===== src/rtl/s_tx_ctrl.sv =====
// s_tx_ctrl: transmit frame sequencer feeding the TX byte connector.
// A frame is i_len SDP bytes followed by one CRC-8 byte, then a fixed idle gap.
// The CRC-8 is accumulated over SDP bytes as the serializer accepts them.
//
// Ports:
//   i_clk       system clock, rising edge
//   i_rst       synchronous reset, active-high
//   i_start     1-cycle frame request, only honoured in IDLE
//   i_len       SDP byte count, latched on an accepted start
//   i_sdp_rdy   SDP source holds a valid byte on i_sdp_byte
//   i_sdp_byte  current SDP byte
//   i_ser_ack   serializer accepted the byte offered this cycle
//   o_tx_state  one-hot {SENDING_CRC, SENDING_SDP}, 2'b00 otherwise (registered)
//   o_crc_rdy   CRC byte valid (registered)
//   o_crc_byte  CRC value (registered)
//   o_sdp_pop   advance SDP source (combinational)
//   o_busy      high in every state except IDLE (registered)
//   o_done      1-cycle pulse in the last GAP cycle (registered)
module s_tx_ctrl #(
   parameter int unsigned LEN_W    = 4,
   parameter logic [7:0]  CRC_POLY = 8'h07,
   parameter logic [7:0]  CRC_INIT = 8'h00,
   parameter int unsigned GAP_CYC  = 4
) (
   input  logic             i_clk,
   input  logic             i_rst,
   input  logic             i_start,
   input  logic [LEN_W-1:0] i_len,
   input  logic             i_sdp_rdy,
   input  logic [7:0]       i_sdp_byte,
   input  logic             i_ser_ack,
   output logic [1:0]       o_tx_state,
   output logic             o_crc_rdy,
   output logic [7:0]       o_crc_byte,
   output logic             o_sdp_pop,
   output logic             o_busy,
   output logic             o_done
);

   localparam int unsigned GapW = (GAP_CYC > 1) ? $clog2(GAP_CYC) : 1;
   localparam logic [GapW-1:0] GapMax = GapW'(GAP_CYC - 1);

   typedef enum logic [1:0] {StIdle, StSdp, StCrc, StGap} state_t;

   state_t           r_state, w_state_d;
   logic [LEN_W-1:0] r_len, w_len_d;
   logic [LEN_W-1:0] r_byte_cnt, w_byte_cnt_d;
   logic [GapW-1:0]  r_gap_cnt, w_gap_cnt_d;
   logic [7:0]       r_crc, w_crc_d;
   logic [1:0]       r_tx_state, w_tx_state_d;
   logic             r_crc_rdy, r_busy, r_done;
   logic             w_done_d;
   logic             w_xfer;
   // One bit wider than the counter so len = 2**LEN_W-1 compares without wrapping.
   logic [LEN_W:0]   w_cnt_inc;

   // MSB-first CRC-8 over one byte, no reflection, no final XOR.
   function automatic logic [7:0] crc8_byte(input logic [7:0] crc, input logic [7:0] d);
      logic [7:0] c;
      logic       fb;
      c = crc;
      for (int i = 7; i >= 0; i--) begin
         fb = c[7] ^ d[i];
         c  = {c[6:0], 1'b0} ^ (fb ? CRC_POLY : 8'h00);
      end
      return c;
   endfunction

   // r_tx_state[0] is set exactly while in SDP.
   assign w_xfer    = i_sdp_rdy & i_ser_ack & r_tx_state[0];
   assign w_cnt_inc = (LEN_W+1)'(r_byte_cnt) + (LEN_W+1)'(1);

   always_comb begin
      w_state_d    = r_state;
      w_len_d      = r_len;
      w_byte_cnt_d = r_byte_cnt;
      w_gap_cnt_d  = r_gap_cnt;
      w_crc_d      = r_crc;
      case (r_state)
         StIdle: begin
            if (i_start) begin
               w_len_d      = i_len;
               w_crc_d      = CRC_INIT;
               w_byte_cnt_d = '0;
               w_state_d    = (i_len == '0) ? StCrc : StSdp;
            end
         end
         StSdp: begin
            if (w_xfer) begin
               w_crc_d = crc8_byte(r_crc, i_sdp_byte);
               if (w_cnt_inc == {1'b0, r_len}) begin
                  w_byte_cnt_d = '0;
                  w_state_d    = StCrc;
               end else begin
                  w_byte_cnt_d = w_cnt_inc[LEN_W-1:0];
               end
            end
         end
         StCrc: begin
            if (i_ser_ack) begin
               w_gap_cnt_d = '0;
               w_state_d   = StGap;
            end
         end
         StGap: begin
            if (r_gap_cnt == GapMax) begin
               w_gap_cnt_d = '0;
               w_state_d   = StIdle;
            end else begin
               w_gap_cnt_d = r_gap_cnt + GapW'(1);
            end
         end
         default: w_state_d = StIdle;
      endcase

      w_tx_state_d = {w_state_d == StCrc, w_state_d == StSdp};
      // done is raised for the final GAP cycle, so a start coinciding with it is still seen as busy.
      w_done_d     = (w_state_d == StGap) && (w_gap_cnt_d == GapMax);
   end

   always_ff @(posedge i_clk) begin
      if (i_rst) begin
         r_state    <= StIdle;
         r_len      <= '0;
         r_byte_cnt <= '0;
         r_gap_cnt  <= '0;
         r_crc      <= CRC_INIT;
         r_tx_state <= 2'b00;
         r_crc_rdy  <= 1'b0;
         r_busy     <= 1'b0;
         r_done     <= 1'b0;
      end else begin
         r_state    <= w_state_d;
         r_len      <= w_len_d;
         r_byte_cnt <= w_byte_cnt_d;
         r_gap_cnt  <= w_gap_cnt_d;
         r_crc      <= w_crc_d;
         r_tx_state <= w_tx_state_d;
         r_crc_rdy  <= (w_state_d == StCrc);
         r_busy     <= (w_state_d != StIdle);
         r_done     <= w_done_d;
      end
   end

   assign o_tx_state = r_tx_state;
   assign o_crc_rdy  = r_crc_rdy;
   assign o_crc_byte = r_crc;
   assign o_sdp_pop  = w_xfer;
   assign o_busy     = r_busy;
   assign o_done     = r_done;

endmodule


===== config.mk =====
export PLATFORM = sky130hd
export DESIGN_NAME = s_tx_ctrl
export DESIGN_NICKNAME = d
export VERILOG_FILES = /design/src/rtl/s_tx_ctrl.sv
export SDC_FILE = /design/constraint.sdc
export NUM_CORES = 1
export LEC_CHECK = 0
export CAP_MARGIN = 15
export CELL_PAD_IN_SITES_DETAIL_PLACEMENT = 0
export CELL_PAD_IN_SITES_GLOBAL_PLACEMENT = 1
export CORE_ASPECT_RATIO = 1.2
export CORE_MARGIN = 2
export CORE_UTILIZATION = 36
export CTS_CLUSTER_SIZE = 14
export DETAILED_ROUTE_END_ITERATION = 16
export PLACE_DENSITY_LB_ADDON = 0.1
export SYNTH_ARGS = -nofsm -noshare
export SYNTH_HDL_FRONTEND = slang
export SYNTH_SLANG_ARGS = --single-unit

===== constraint.sdc =====
create_clock -name i_clk -period 2 [get_ports i_clk]
set_input_delay 0.4 -clock i_clk [delete_from_list [all_inputs] [get_ports i_clk]]
set_output_delay 0.4 -clock i_clk [all_outputs]
set_load 0.02 [all_outputs]

==> qor.log <==
INFO  status         status=finished clean
INFO  cts            cts_buffers=3
INFO  global_routing wire_length_of_the_first_global_routing_pass=4.77mm
INFO  die            std_cell_rows=24
INFO  detailed_routing post_detailed_route_drc_marker_count=0
INFO  global_routing grt_pass1_vias=1,131
INFO  hold_path      whs_path_depth=2
INFO  timing         fin_hold_ws=0.470ns
INFO  cts            number_of_hold_buffers_added_after_cts=0
INFO  power          power_switching_share=25.3%
INFO  detailed_routing via_count=1,205
INFO  placement      gpl.final_weighted_congestion=0.702
INFO  timing         upper_clock_frequency_limit=529MHz
INFO  logic_synthesis asyncSetResetFlopFracSynth=0%
INFO  die            floorplan.die_area=4240squm
INFO  timing         clock-skew-final=0.00421ns
INFO  logic_synthesis synthDominantCellAreaShare=35.7%
INFO  timing         final.setup.tns=0ns
INFO  global_routing overall_routing_resource_usage=14.5%
INFO  logic_synthesis syn_inst=153
INFO  hold_path      min-delay-start=r_len[0]
INFO  detailed_routing drt_iter0_markers=34
INFO  detailed_routing drt-total-wl=2.87mm
INFO  global_routing grt_remaining_overflow=0
INFO  timing         grt_setup_unrepaired=false
INFO  cts            clock_latency=0.27ns
INFO  power          share_comb_of_total_power=23.1%
INFO  hold_path      hold_path.class=reg2reg
INFO  timing         timing.final.max_slew_violations=0
INFO  timing         final_critical_path_setup_slack=0.111ns
INFO  detailed_routing firstDrtPassIters=4
INFO  critical_path  worst_r2r_startpoint=r_byte_cnt[0]
INFO  logic_synthesis synthDominantAreaCellType=dfxtp_1
INFO  power          share_seq_of_total_power=46.4%
INFO  detailed_routing antenna_violating_nets_post_route=0
INFO  critical_path  register_to_register_setup_slack=0.16ns
INFO  global_routing grt_most_used_layer=met2
INFO  final_layout   design.final.nets=219
INFO  critical_path  nature_of_the_critical_path_startpoint=input port
INFO  logic_synthesis syn_nets=172
INFO  critical_path  critPathRequiredTime=2.22ns
INFO  critical_path  setup.worst_path.class=in2reg
INFO  hold_path      whs_endpoint=r_len[0]
INFO  final_layout   final_cell_mix=clkdlybuf4s50_1, dfxtp_1, nand2_1, buf_4, nor2_1
INFO  global_routing maximum_number_of_pins_on_one_net_before_global_route_repair=14
INFO  final_layout   area_growth_syn_to_layout=40.4%
INFO  power          internal_power=0.000814W
INFO  final_layout   postLayoutCoreUtil=52.4%
INFO  timing         report.final.setup_viol=0
INFO  final_layout   antenna-diode-count=0
INFO  logic_synthesis synth.yosys.seq_area_share=35.7%
INFO  timing         slew-limit-headroom=76.7%
INFO  power          clkPwrFrac=30.6%
INFO  power          worst_ir_drop_vdd=0.293mV
INFO  die            ios=31
INFO  placement      placement.io_buffers=30
INFO  critical_path  timing.critical_path.to_type=register
INFO  placement      detailedPlacementHpwl=2.28mm
INFO  final_layout   fillers=352
INFO  final_layout   layout_commonest_cell=clkdlybuf4s50_1
INFO  timing         final_count_of_hold_timing_violations=0
INFO  cts            max-clock-path-buffers=2
INFO  logic_synthesis mappedNetlistArea=1350squm
INFO  global_routing gr-usage-met2=27.3%
INFO  critical_path  r2r-end=o_tx_state[1]
INFO  detailed_routing detail_route.wl_per_cell=12.1um
INFO  logic_synthesis post_synth_edffs=0
INFO  power          total_power_divided_by_cell_area=577nW/um^2
INFO  critical_path  arrival=2.11ns
INFO  logic_synthesis synth.ff_latch_count=24
INFO  power          power_switching=0.000275W
INFO  global_routing global_route.usage.met1=15.8%
INFO  critical_path  worst-path-max-fanout=3
INFO  global_routing antenna_found_initial=0
INFO  final_layout   layout-drive-gt1-share=13.6%
INFO  die            floorplan.die.width=59.8um
INFO  timing         finalWorstPathRequiredPeriod=1.89ns
INFO  cts            numClockSinks=24
INFO  cts            cts-root-buf=clkbuf_8
INFO  logic_synthesis syn_area_per_cell=8.79squm
INFO  flow_run       drv_cap=0
INFO  die            initial_utilization=37.3%
INFO  die            core=3600squm
INFO  timing         worst_pin_slew=0.347ns
INFO  global_routing grtUsageMet3=1.65%
INFO  cts            tritoncts_clock_tree=built
INFO  cts            ctsHtreeMaxLevel=1
INFO  timing         fin_crit_sh=94.5%
INFO  placement      detailedPlace.worstSlack=-0.376ns
INFO  critical_path  worst_r2r_path_depth=7
INFO  logic_synthesis synth.top_cells.by_area=dfxtp_1, xnor2_1, nand2_1, a21oi_1, nor2_1
INFO  cts            clkSlewWorstSetupHoldPaths=0.08ns
INFO  logic_synthesis synth_cell_type_count=39
INFO  logic_synthesis synthesis.yosys.warnings=0
INFO  detailed_routing via_per_inst=5.06
INFO  die            floorplan.die.height=71.0um
INFO  power          leakage_power_figure=0.753nW
INFO  logic_synthesis postSynth.topFlopCell=dfxtp_1
==> synth_stat cells (2+ instances only) <==
cell type and instances:
nand3b_1 4, a32oi_1 2, ha_1 2, clkbuf_1 7, dfxtp_1 24, nand3_1 8
and2_1 3, xor2_1 5, nor2_1 14, nand2b_1 2, xnor2_1 12, xor3_1 2
o21ai_1 4, xnor3_1 2, mux2i_1 2, nand2_1 22, a21oi_1 11, a31oi_1 3
nor2b_1 2, nor3_1 3
==> critical path, cell delays in order <==
cell and delay, ns:
clkdlybuf4s50_1 0.47, xor2_1 0.14, buf_4 0.15, xnor2_4 0.12
xnor3_1 0.36, a2111o_1 0.39, nand3_1 0.08
==> flip-flops by register name (all words and copies together) (netlist names) <==
| signal | count |
|---|---|
| o_busy | 1 |
| o_crc_byte | 8 |
| o_done | 1 |
| o_tx_state | 2 |
| r_byte_cnt | 4 |
| r_gap_cnt | 2 |
| r_len | 4 |
| r_state | 2 |
==> worst max-delay path by stage <==
| stage | start | to | cells past startpoint |
|---|---|---|---|
| 2_1_floorplan | o_crc_byte[7] | o_crc_byte[2] | 5 |
| 3_3_place_gp | i_sdp_byte[7] | o_crc_byte[2] | 6 |
| 3_5_place_dp | i_sdp_byte[7] | o_crc_byte[2] | 6 |
| 4_1_cts | i_sdp_byte[7] | o_crc_byte[2] | 6 |
| 5_1_grt | r_byte_cnt[0] | o_done | 6 |
| 6_report | i_sdp_byte[1] | o_crc_byte[2] | 7 |
==> logic make-up after synthesis <==
| kind of cell | after synthesis | synth area share [%] |
|---|---|---|
| AOI/OAI and AO/OA | 27 | 12.7 |
| xor gates and xnor gates | 23 | 21.2 |
| adders and majority gates | 2 | 1.86 |
| and+or+nand+nor | 66 | 24.3 |
| muxes | 2 | 1.49 |
| buffers and inverters | 9 | 2.79 |
| DFF | 24 | 35.7 |
==> area by class of cell <==
cell class                      count  area (sq um)  share of cell area, %
Multi-Input combinational cell    120           846                   44.8
Sequential cell                    24           480                   25.4
Timing Repair Buffer               50           454                   24.1
Clock buffer                        4          55.1                   2.92
Tap cell                           39          48.8                   2.58
Inverter                            1          3.75                  0.199
==> stage by stage <==
| step | cell area (sq um) | instances | power [W] |
|---|---|---|---|
| 2_1_floorplan | 1350 | 153 | 0.000652 |
| 3_3_place_gp | 1800 | 233 | 0.000757 |
| 3_5_place_dp | 1800 | 233 | 0.000759 |
| 4_1_cts | 1870 | 237 | 0.00110 |
| 5_1_grt | 1890 | 238 | 0.00115 |
| 6_report | 1890 | 238 | 0.00109 |
==> power groups by stage <==
| stage | sequential [W] | clock [W] | combinational (W) |
|---|---|---|---|
| 2_1_floorplan | 0.000517 | 0 | 0.000134 |
| 3_3_place_gp | 0.000517 | 0 | 0.000240 |
| 3_5_place_dp | 0.000517 | 0 | 0.000243 |
| 4_1_cts | 0.000505 | 0.000345 | 0.000245 |
| 5_1_grt | 0.000508 | 0.000365 | 0.000274 |
| 6_report | 0.000505 | 0.000333 | 0.000251 |
==> layer usage <==
metal	share of wire, %	up-vias
met4	1.8	0
met1	43	545
li1	-	630
met5	0	-
met3	3.0	5
met2	52	25
==> repair_timing <==
item	in CTS	in global routing
endpoints found under the setup margin	2	2
resized for setup	2	3
pin swaps	0	2
setup buffers	0	1
No activity file was read; power rests on OpenSTA's default activity.
